**src/rtl/serial_adder_if.sv**
```systemverilog
// Start/busy/done handshake and operand/result bus of the bit-serial adder.
interface serial_adder_if #(
    parameter int WIDTH = 8
);
    logic             start;
    logic [WIDTH-1:0] a;
    logic [WIDTH-1:0] b;
    logic             cin;
    logic             busy;
    logic             done;
    logic [WIDTH-1:0] sum;
    logic             cout;

    modport master (output start, a, b, cin, input busy, done, sum, cout);
    modport slave  (input start, a, b, cin, output busy, done, sum, cout);
endinterface

```
**src/rtl/serial_adder.sv**
```systemverilog
// Bit-serial adder: one full-adder slice with registered carry, LSB first, WIDTH cycles per add.
// done pulses WIDTH cycles after accept; start is ignored outside IDLE (no queueing).
module serial_adder #(
    parameter int WIDTH = 8
) (
    input  logic           clk,
    input  logic           rst,
    serial_adder_if.slave  bus
);
    localparam int             CW   = (WIDTH > 1) ? $clog2(WIDTH) : 1;
    localparam logic [CW-1:0]  LAST = CW'(WIDTH - 1);

    typedef enum logic [1:0] {IDLE, SHIFT, DONE} state_t;

    state_t           state_q, state_d;
    logic [WIDTH-1:0] a_sr_q, a_sr_d;
    logic [WIDTH-1:0] b_sr_q, b_sr_d;
    logic [WIDTH-1:0] acc_q, acc_d;
    logic [WIDTH-1:0] sum_q, sum_d;
    logic             c_q, c_d;
    logic             cout_q, cout_d;
    logic [CW-1:0]    cnt_q, cnt_d;
    logic             bit_s, bit_c;

    always_ff @(posedge clk or posedge rst) begin
        if (rst) begin
            state_q <= IDLE;
            a_sr_q  <= '0;
            b_sr_q  <= '0;
            acc_q   <= '0;
            sum_q   <= '0;
            c_q     <= 1'b0;
            cout_q  <= 1'b0;
            cnt_q   <= '0;
        end else begin
            state_q <= state_d;
            a_sr_q  <= a_sr_d;
            b_sr_q  <= b_sr_d;
            acc_q   <= acc_d;
            sum_q   <= sum_d;
            c_q     <= c_d;
            cout_q  <= cout_d;
            cnt_q   <= cnt_d;
        end
    end

    always_comb begin
        state_d = state_q;
        a_sr_d  = a_sr_q;
        b_sr_d  = b_sr_q;
        acc_d   = acc_q;
        sum_d   = sum_q;
        c_d     = c_q;
        cout_d  = cout_q;
        cnt_d   = cnt_q;
        bit_s   = a_sr_q[0] ^ b_sr_q[0] ^ c_q;
        bit_c   = (a_sr_q[0] & b_sr_q[0]) | (a_sr_q[0] & c_q) | (b_sr_q[0] & c_q);

        unique case (state_q)
            IDLE: begin
                if (bus.start) begin
                    state_d = SHIFT;
                    a_sr_d  = bus.a;
                    b_sr_d  = bus.b;
                    c_d     = bus.cin;
                    cnt_d   = '0;
                end
            end
            SHIFT: begin
                a_sr_d = a_sr_q >> 1;
                b_sr_d = b_sr_q >> 1;
                c_d    = bit_c;
                acc_d  = {bit_s, acc_q[WIDTH-1:1]};
                cnt_d  = cnt_q + CW'(1);
                // Last slice: publish the accumulator including this bit's sum.
                if (cnt_q == LAST) begin
                    state_d = DONE;
                    cnt_d   = '0;
                    sum_d   = acc_d;
                    cout_d  = bit_c;
                end
            end
            DONE: begin
                state_d = IDLE;
            end
            default: begin
                state_d = IDLE;
            end
        endcase
    end

    assign bus.busy = (state_q == SHIFT);
    assign bus.done = (state_q == DONE);
    assign bus.sum  = sum_q;
    assign bus.cout = cout_q;
endmodule
```
**src/flat_wrapper.sv**
```systemverilog
// flat-port wrapper written by rule: the top's interface ports become plain ports
module serial_adder_flat 
#(
    parameter int WIDTH = 8
)
  (clk, rst, bus_start, bus_a, bus_b, bus_cin, bus_busy, bus_done, bus_sum, bus_cout);
  serial_adder_if #(.WIDTH(WIDTH)) bus_i ();
  input  logic clk;
  input  logic rst;
  input wire logic [$bits(bus_i.start)-1:0] bus_start;
  input wire logic [$bits(bus_i.a)-1:0] bus_a;
  input wire logic [$bits(bus_i.b)-1:0] bus_b;
  input wire logic [$bits(bus_i.cin)-1:0] bus_cin;
  output wire logic [$bits(bus_i.busy)-1:0] bus_busy;
  output wire logic [$bits(bus_i.done)-1:0] bus_done;
  output wire logic [$bits(bus_i.sum)-1:0] bus_sum;
  output wire logic [$bits(bus_i.cout)-1:0] bus_cout;
  assign bus_i.start = bus_start;
  assign bus_i.a = bus_a;
  assign bus_i.b = bus_b;
  assign bus_i.cin = bus_cin;
  assign bus_busy = bus_i.busy;
  assign bus_done = bus_i.done;
  assign bus_sum = bus_i.sum;
  assign bus_cout = bus_i.cout;
  serial_adder #(.WIDTH(WIDTH)) u_core (.clk(clk), .rst(rst), .bus(bus_i));
endmodule
```
**config.mk**
```make
export PLATFORM = sky130hd
export DESIGN_NAME = serial_adder_flat
export DESIGN_NICKNAME = d
export VERILOG_FILES = /design/src/rtl/serial_adder_if.sv /design/src/rtl/serial_adder.sv /design/src/flat_wrapper.sv
export SDC_FILE = /design/constraint.sdc
export NUM_CORES = 1
export LEC_CHECK = 0
export CAP_MARGIN = 10
export CORE_MARGIN = 2
export CORE_UTILIZATION = 40
export CTS_BUF_LIST = sky130_fd_sc_hd__clkbuf_4 sky130_fd_sc_hd__clkbuf_8 sky130_fd_sc_hd__clkbuf_16
export DETAILED_ROUTE_END_ITERATION = 16
export RECOVER_POWER = 25
export SLEW_MARGIN = 20
export SYNTH_ARGS = -nofsm -noshare
export SYNTH_HDL_FRONTEND = slang
export SYNTH_SLANG_ARGS = --single-unit
```
**constraint.sdc**
```tcl
create_clock -name clk -period 3.9 [get_ports clk]
set_clock_uncertainty 0.05 [all_clocks]
set_input_delay 0.39 -clock clk [delete_from_list [all_inputs] [get_ports clk]]
set_output_delay 0.39 -clock clk [all_outputs]
set_load 0.1 [all_outputs]
```
==> results of run 1 <==
-- metal layers --
layer | global-route usage (%) | share of wire (%) | vias to the layer above
li1 | - | - | 601
met4 | 7.353 | 1.9 | 0
met1 | 22.51 | 42 | 633
met5 | 0 | 0 | -
met3 | 4.058 | 5.8 | 8
met2 | 29.21 | 50 | 44
-- Yosys cell counts --
cell      instances  area share [%]
buf_2             5             1.5
o22a_2            1            0.59
nor3_1            6             1.8
nand2_1          24             5.3
a21oi_2           1            0.52
ha_1              2             1.5
buf_4             3             1.3
nor2b_1           1            0.37
nor2_1            5             1.1
nor3b_1           1            0.45
or4b_4            1            0.82
o21ai_0           2            0.59
nand2b_2          1            0.52
o21ai_2           1            0.52
inv_2             1            0.22
o31ai_1           2            0.89
mux2_2            9             6.0
o21ba_2           1            0.59
a21oi_1          13             3.9
nand2b_4          1            0.82
o22ai_1          22             8.2
inv_1             6             1.3
dfrtp_1          38              56
buf_6             2             1.3
fa_1              1             1.2
o21bai_1          1            0.45
nand2_4           1            0.67
a22o_1            2             1.0
-- flip-flops by register name (all words and copies together) (netlist names) --
register	cells
u_core.cnt_q	3
u_core.c_q	1
u_core.acc_q	7
u_core.state_q	2
u_core.bus.sum	8
u_core.b_sr_q	8
u_core.a_sr_q	8
u_core.bus.cout	1
-- cell type report --
cell class                 count  area [sq um]
tap                           50         62.56
inverter                       7         26.28
sequential                    38         950.9
timing repair buffer          31         305.3
clock inverter                 3         40.04
multi-input combinational     99         636.9
clock buffer                   5         68.82
fill                         370          1938
-- final timing paths --
| check | from | to | slack (ns) | depth (start not counted) |
|---|---|---|---|---|
| worst min register to register | u_core.acc_q[1] | u_core.acc_q[1] | 0.43 | 2 |
| min in group asynchronous | rst | u_core.bus.sum[1] | 0.78 | 2 |
| worst max-delay path | u_core.state_q[1] | bus_done | 1.12 | 3 |
| max in group asynchronous | rst | u_core.a_sr_q[4] | 2.26 | 3 |
| worst min-delay path | u_core.acc_q[1] | u_core.acc_q[1] | 0.43 | 2 |
| worst max register to register | u_core.state_q[1] | u_core.bus.sum[6] | 1.97 | 4 |
-- through the flow --
stage	worst slack, ns	cells	total power, W	util, %	hold WS, ns
floorplan	1.543	154	0.001453	-	0.3918
global placement	1.467	225	0.001622	49.19	0.4128
detailed placement	1.450	225	0.001660	49.19	0.4148
CTS	1.120	233	0.001986	51.89	0.4343
global route	1.003	233	0.002104	51.89	0.4651
finish	1.122	233	0.001967	51.89	0.4329
-- critical path, cell delays in order (launching register included) --
cell	delay, ns
dfrtp_1	0.51
inv_1	0.26
nor2_1	0.14
clkdlybuf4s50_1	1.14
-- power groups by stage --
stage / Combinational [W] / Sequential (W) / Clock, W
final: 0.000935 / 0.000708 / 0.000324
after global routing: 0.00101 / 0.000738 / 0.000355
after CTS: 0.000944 / 0.000708 / 0.000334
after detailed placement: 0.000944 / 0.000715 / 0
after global placement: 0.000917 / 0.000705 / 0
after floorplan: 0.000467 / 0.000986 / 0
-- kinds of logic (layout without fill, tap and decap cells) --
logic type / count (synthesis) / after routing / synth area share, %
AOI/OAI and AO/OA: 46 / 46 / 17.24
adders and majority gates: 3 / 3 / 2.674
buffers and inverters: 17 / 46 / 5.720
DFF: 38 / 38 / 56.46
muxes: 9 / 9 / 6.018
and+or+nand+nor: 41 / 41 / 11.89
==> flow_summary.ini, run 1 <==
[run_status]
status = finished clean

[grt]
grt_pass1_vias = 1321
grt_start_max_net_pins = 31
grt_pass1_wl_mm = 6.127
grt_overflow = 0
antenna_found_initial = 0
grt.total_usage_pct = 17.74

[floorplan]
die_h_um = 68.89
die_area_sq_um = 4745
io_pins = 31
row_count = 23
core_area_sq_um = 4029
die_w_um = 68.89
start_util_pct = 41.80

[clock_tree]
post_cts_resized = 0
clock_path_buffers = 2
cts_root_buf = clkbuf_8
insertion_delay_ns = 0.29
numCtsBuffers = 5
clock_sinks = 38
cts_tree = built
postCtsHoldBufs = 0
cts_setup_buffers = 0
clk_pin_slew_worst_paths_ns = 0.08
htreeDepth = 2

[timing]
fin_setup_tns_ns = 0
final_hold_viol_count = 0
slew_headroom_pct = 23.80
max_freq_mhz = 360.0
post-route-period-util_pct = 71.23
fin_crit_ns = 2.778
tightest_slew_ns = 1.142
finalMaxSlewViolations = 0
rsz0062_at_grt = no
finalSetupViolCount = 0

[power]
pwr-share-clk_pct = 16.5
cellPowerDensity_nw_per_um2 = 940.7
p_int_w = 0.001061
peakVddDrop_mv = 0.3699
p_leak_nw = 0.9140
swShare_pct = 46.04
combPwrFrac_pct = 47.5
p_sw_w = 0.0009055
seq_power_share_pct = 36.0

[yosys]
ys_seq_elements = 38
avgSynthCellArea_sq_um = 10.94
syn_area_sq_um = 1684
ys_warn_count = 0
synth_cells = 154
ys_types = 28
syn_nets = 177
seq_area_frac_synth_pct = 56.46

[worst_setup_path]
crit_arrival_ns = 2.34
crit_required_ns = 3.46
startpoint_type = register
crit_path_end_kind = output pin
critPathKind = reg -> out
critPathMaxFanout = 12

[final_layout]
areaGrowthSynthToFinish_pct = 24.15
antenna_cells = 0
stdcell_area_sq_um = 2091
final_common_cell = dfrtp_1
nNetsFinal = 205
drive_gt1_share_pct = 15.30
mostFrequentLayoutCells = dfrtp_1, clkdlybuf4s50_1, nand2_1

[routing]
viasPerCell = 5.519
vias = 1286
drt-initial-drc-count = 58
drt.antenna.violating_nets = 0
wire_per_inst_um = 15.02
drc = 0
wl_mm = 3.499
first_pass_iters = 4

[placed_design]
dpl.hpwl_mm = 2.444
place_congestion = 0.7674
portBuffers = 30
place_area_sq_um = 1982

[run]
drv_cap = 0

[hold_path]
hold_path_class = reg -> reg
Note: power is estimated with default switching activity, not from simulation.
==> run 2, diff against run 1 <==
--- a/config.mk
+++ b/config.mk
@@ -10,6 +10,7 @@
 export CORE_UTILIZATION = 40
 export CTS_BUF_LIST = sky130_fd_sc_hd__clkbuf_4 sky130_fd_sc_hd__clkbuf_8 sky130_fd_sc_hd__clkbuf_16
 export DETAILED_ROUTE_END_ITERATION = 16
+export PLACE_DENSITY = 0.66
 export RECOVER_POWER = 25
 export SLEW_MARGIN = 20
 export SYNTH_ARGS = -nofsm -noshare
==> constraint.sdc (replaced) <==
create_clock -name clk -period 2.35 [get_ports clk]
set_clock_uncertainty 0.05 [all_clocks]
set_input_delay 0.235 -clock clk [delete_from_list [all_inputs] [get_ports clk]]
set_output_delay 0.235 -clock clk [all_outputs]
set_load 0.1 [all_outputs]
==> run 2 against run 1 <==
Net effect:
- non-clock buffer count increased by 2
- power up 74%
- global-route usage fell by 1.9 points
- utilization grew 0.84 points
- routed wire length decreased by 3.7%
- first-iteration DRC count up 41%
- critical endpoint unchanged
==> flow_summary.ini, run 2 (synthesis gave the netlist of run 1 again) <==
[grt]
grt_pass1_vias = 1186
grt_overflow = 0
grt_pass1_wl_mm = 5.582
grt.total_usage_pct = 15.89
antenna_found_initial = 0
grt_start_max_net_pins = 39

[worst_setup_path]
critPathMaxFanout = 12
startpoint_type = register
r2r_cells = 4
critPathTopFamily = buffers and inverters
crit_required_ns = 2.07
critPathKind = reg -> out
crit_path_end_kind = output pin
critPathSlowestCell = dfrtp_1
max_stage_delay_ns = 0.53
r2r-start = u_core.state_q[1]
critPathBufInv = 2
timing.rr.end = u_core.bus.sum[3]
r2r_slack_ns = 0.77
crit_cells = 3
crit_arrival_ns = 1.54
path_cells = inv_1, nor2_1, buf_4

[clock_tree]
htreeDepth = 2
clk_pin_slew_worst_paths_ns = 0.07
post_cts_resized = 0
clock_path_buffers = 2
cts_tree = built
insertion_delay_ns = 0.28
cts_root_buf = clkbuf_8
cts_setup_buffers = 0
numCtsBuffers = 5
clock_sinks = 38
postCtsHoldBufs = 0

[final_layout]
nNetsFinal = 207
seq_area_sq_um = 950.9
multiInputGateArea_sq_um = 636.9
n_fill_cell = 363
antenna_cells = 0
areaGrowthSynthToFinish_pct = 26.15
mostFrequentLayoutCells = dfrtp_1, nand2_1, o22ai_1
final_common_cell = dfrtp_1
drive_gt1_share_pct = 21.62

[floorplan]
die_w_um = 68.89
row_count = 23
die_h_um = 68.89
io_pins = 31
core_area_sq_um = 4029
die_area_sq_um = 4745
start_util_pct = 41.80

[timing]
max_freq_mhz = 549.3
fin_setup_tns_ns = 0
setup_ws_ns = 0.5295
final_hold_viol_count = 0
fin_crit_ns = 1.820
finalSetupViolCount = 0
rsz0062_at_grt = no
finalMaxSlewViolations = 0
post-route-period-util_pct = 77.47
slew_headroom_pct = 39.20
tightest_slew_ns = 0.9120

[placed_design]
dpl.hpwl_mm = 2.292
place_congestion = 0.7631
place_ws_ns = 0.6067
portBuffers = 30

[run]
drv_cap = 0

[routing]
vias = 1290
wl_mm = 3.368
first_pass_iters = 4
drt-initial-drc-count = 82
wire_per_inst_um = 14.33
drt.antenna.violating_nets = 0
viasPerCell = 5.489
drc = 0

[hold_path]
hold_path_class = reg -> reg
hold_depth = 2
min_to = u_core.acc_q[1]
hold_start = u_core.acc_q[1]

[power]
swShare_pct = 44.06
p_sw_w = 0.001506
p_int_w = 0.001912
pwr-share-clk_pct = 19.8
combPwrFrac_pct = 45.8
p_leak_nw = 0.9563
seq_power_share_pct = 34.4
cellPowerDensity_nw_per_um2 = 1609
peakVddDrop_mv = 0.8193

[run_status]
status = finished clean
[run 2: cell count changes in the layout (fill, tap and decap cells not counted), sizes merged]
cell,before,now
buf,2,13
bufinv,1,2
clkbuf,5,7
clkdlybuf4s50,28,18
clkinv,2,0
[run 2: worst max path at each step]
stage / from / to / slack (ns)
floorplan: u_core.state_q[1] / bus_done / 0.15
global placement: bus_start / u_core.b_sr_q[7] / 0.71
detailed placement: bus_start / u_core.cnt_q[0] / 0.61
CTS: u_core.state_q[1] / bus_done / 0.53
global route: u_core.state_q[1] / bus_done / 0.39
finish: u_core.state_q[1] / bus_done / 0.53
[run 2: area by class of cell]
type,count,share of cell area [%]
well taps,50,2.945
clock inverters,2,2.827
clock buffers,6,3.887
multi-input cells,99,29.98
inverters,7,1.237
flip-flops and latches,38,44.76
repair buffers,33,14.37
[run 2: routing by layer]
layer / track usage, % / routed length, um / up-vias
met5: 0 / 0 / -
met4: 7.598 / 44 / 0
met1: 21.48 / 1491 / 638
met3: 3.571 / 143 / 6
li1: - / - / 605
met2: 24.16 / 1688 / 41
[run 2: tightest hold or removal path, delay by kind of cell, from the launching register on]
family,cells,cell delay [ns]
flops,1,0.35
simple gates,2,0.10
[run 2: power by group through the flow]
stage	registers, W	clock network (W)	logic, W
6_report	0.00118	0.000676	0.00157
4_1_cts	0.00117	0.000695	0.00158
2_1_floorplan	0.00164	0	0.000775
3_3_place_gp	0.00118	0	0.00154
5_1_grt	0.00122	0.000721	0.00169
3_5_place_dp	0.00119	0	0.00158
[run 2: per-stage QoR]
stage / util, % / instance area, sq um / hold WS, ns / cells / total power [W]
after global placement: 49.25 / 1984 / 0.4126 / 227 / 0.002718
after floorplan: - / 1684 / 0.3220 / 154 / 0.002411
after detailed placement: 49.25 / 1984 / 0.4192 / 227 / 0.002764
after CTS: 52.80 / 2127 / 0.3299 / 235 / 0.003452
after global routing: 52.73 / 2125 / 0.4643 / 235 / 0.003631
final: 52.73 / 2125 / 0.4256 / 235 / 0.003418
==> run 3, diff against run 2 <==
--- a/config.mk
+++ b/config.mk
@@ -10,7 +10,6 @@
 export CORE_UTILIZATION = 40
 export CTS_BUF_LIST = sky130_fd_sc_hd__clkbuf_4 sky130_fd_sc_hd__clkbuf_8 sky130_fd_sc_hd__clkbuf_16
 export DETAILED_ROUTE_END_ITERATION = 16
-export PLACE_DENSITY = 0.66
 export RECOVER_POWER = 25
 export SLEW_MARGIN = 20
 export SYNTH_ARGS = -nofsm -noshare
==> constraint.sdc (replaced) <==
create_clock -name clk -period 1.7 [get_ports clk]
set_clock_uncertainty 0.05 [all_clocks]
set_input_delay 0.17 -clock clk [delete_from_list [all_inputs] [get_ports clk]]
set_output_delay 0.17 -clock clk [all_outputs]
set_load 0.1 [all_outputs]
==> run 3 against run 2 <==
Net effect:
- cell count is 2.6% higher
- clock power is 17% lower
- non-clock buffer count is 7 higher
- power is 38% higher
- worst hold slack worse by 0.029 ns
- critical path depth is 1 higher
- die area stayed put
- first-iteration DRC count is 20% higher
- flip-flop and latch count stayed put
- routed wire length is 0.27% higher
- via count is 0.85% lower
- critical endpoint is now bus_busy
==> flow_summary.ini, run 3 (synthesis gave the netlist of run 1 again) <==
[routing]
wl_mm = 3.377
vias = 1279
viasPerCell = 5.307
wire_per_inst_um = 14.01
drt-initial-drc-count = 98
drt.antenna.violating_nets = 0
drc = 0
first_pass_iters = 4

[timing]
setup_ws_ns = 0.1195
max_freq_mhz = 632.7
rsz0062_at_grt = no
post-route-period-util_pct = 92.97
finalSetupViolCount = 0
fin_setup_tns_ns = 0
fin_crit_ns = 1.580
tightest_slew_ns = 0.9439
final_hold_viol_count = 0
finalMaxSlewViolations = 0
slew_headroom_pct = 37.08

[grt]
grt_start_max_net_pins = 39
grt.total_usage_pct = 16.68
antenna_found_initial = 0
grt_overflow = 0
grt_pass1_wl_mm = 5.685
grt_pass1_vias = 1298

[clock_tree]
cts_tree = built
cts_root_buf = clkbuf_8
clock_path_buffers = 2
clock_sinks = 38
clk_pin_slew_worst_paths_ns = 0.07
htreeDepth = 2
numCtsBuffers = 5
insertion_delay_ns = 0.28

[floorplan]
row_count = 23
die_h_um = 68.89
die_area_sq_um = 4745
die_w_um = 68.89
start_util_pct = 41.80
core_area_sq_um = 4029
io_pins = 31

[power]
peakVddDrop_mv = 1.363
combPwrFrac_pct = 52.5
p_leak_nw = 0.9995
seq_power_share_pct = 35.6
p_int_w = 0.002604
p_sw_w = 0.002120
swShare_pct = 44.88
cellPowerDensity_nw_per_um2 = 2104
pwr-share-clk_pct = 11.9

[hold_path]
hold_path_class = in -> reg
hold_depth = 3

[worst_setup_path]
critPathMaxFanout = 9
crit_required_ns = 1.48
r2r_cells = 4
crit_arrival_ns = 1.36
critPathKind = reg -> out
startpoint_type = register
crit_path_end_kind = output pin

[run]
drv_cap = 0

[final_layout]
antenna_cells = 0
final_common_cell = dfrtp_1
nNetsFinal = 214
drive_gt1_share_pct = 25.65
areaGrowthSynthToFinish_pct = 33.36
final_util_pct = 55.75
mostFrequentLayoutCells = dfrtp_1, nand2_1, o22ai_1

[placed_design]
place_ws_ns = 0.1714
portBuffers = 30
place_congestion = 0.7499
dpl.hpwl_mm = 2.356

[run_status]
status = finished clean
run 3: cell count changes in the layout (fill, tap and decap cells not counted), sizes merged:
cell,delta
buf,+7
clkbuf,-1
bufinv,-2
clkinv,+2
run 3: metrics by stage:
stage | hold slack (ns) | area [sq um] | instances | total power [W]
detailed placement | 0.4248 | 2150 | 232 | 0.004178
floorplan | 0.2570 | 1687 | 154 | 0.003336
CTS | 0.2597 | 2231 | 239 | 0.004763
global route | 0.3993 | 2246 | 241 | 0.005023
finish | 0.3969 | 2246 | 241 | 0.004724
global placement | 0.4083 | 2150 | 232 | 0.004119
run 3: what timing repair did:
| item | 4_1_cts | 5_1_grt |
|---|---|---|
| buffers inserted | 0 | 2 |
| pin swaps | 0 | 0 |
| hold buffers | 0 | 0 |
| gates resized for setup | 2 | 1 |
| endpoints found under the setup margin | 2 | 1 |
run 3: cell type report:
type | count | area, sq um
Clock buffer | 5 | 68.82
Timing Repair Buffer | 40 | 483.0
Fill cell | 352 | 1783
Sequential cell | 38 | 953.4
Clock inverter | 2 | 10.01
Inverter | 7 | 28.78
Tap cell | 50 | 62.56
Multi-Input combinational cell | 99 | 639.4
run 3: routing by layer:
metal / vias to the layer above / track usage, % / part of all wire (%)
li1: 621 / - / -
met2: 28 / 27.40 / 50
met4: 0 / 6.373 / 0.83
met3: 3 / 5.682 / 4.0
met5: - / 0 / 0
met1: 627 / 20.25 / 45
run 3: critical path, cell delays in order, from the launching register on:
cell and delay (ns):
dfrtp_2 0.43, nand2b_2 0.21, inv_4 0.12, buf_4 0.15, buf_12 0.17
run 3: worst paths after layout:
check	startpoint	endpoint	slack [ns]
setup / recovery	u_core.state_q[1]	bus_busy	0.12
hold / removal	bus_a[7]	u_core.a_sr_q[7]	0.40
setup reg to reg	u_core.cnt_q[0]	u_core.bus.sum[4]	0.17
hold reg to reg	u_core.acc_q[1]	u_core.acc_q[1]	0.43
max in group asynchronous	rst	u_core.state_q[1]	0.40
min in group asynchronous	rst	u_core.bus.sum[2]	0.56
run 3: power by group through the flow:
| stage | Combinational, W | Sequential [W] | Clock (W) |
|---|---|---|---|
| floorplan | 0.00107 | 0.00226 | 0 |
| global placement | 0.00244 | 0.00168 | 0 |
| detailed placement | 0.00248 | 0.00170 | 0 |
| CTS | 0.00248 | 0.00169 | 0.000590 |
| global route | 0.00265 | 0.00174 | 0.000626 |
| finish | 0.00248 | 0.00168 | 0.000563 |
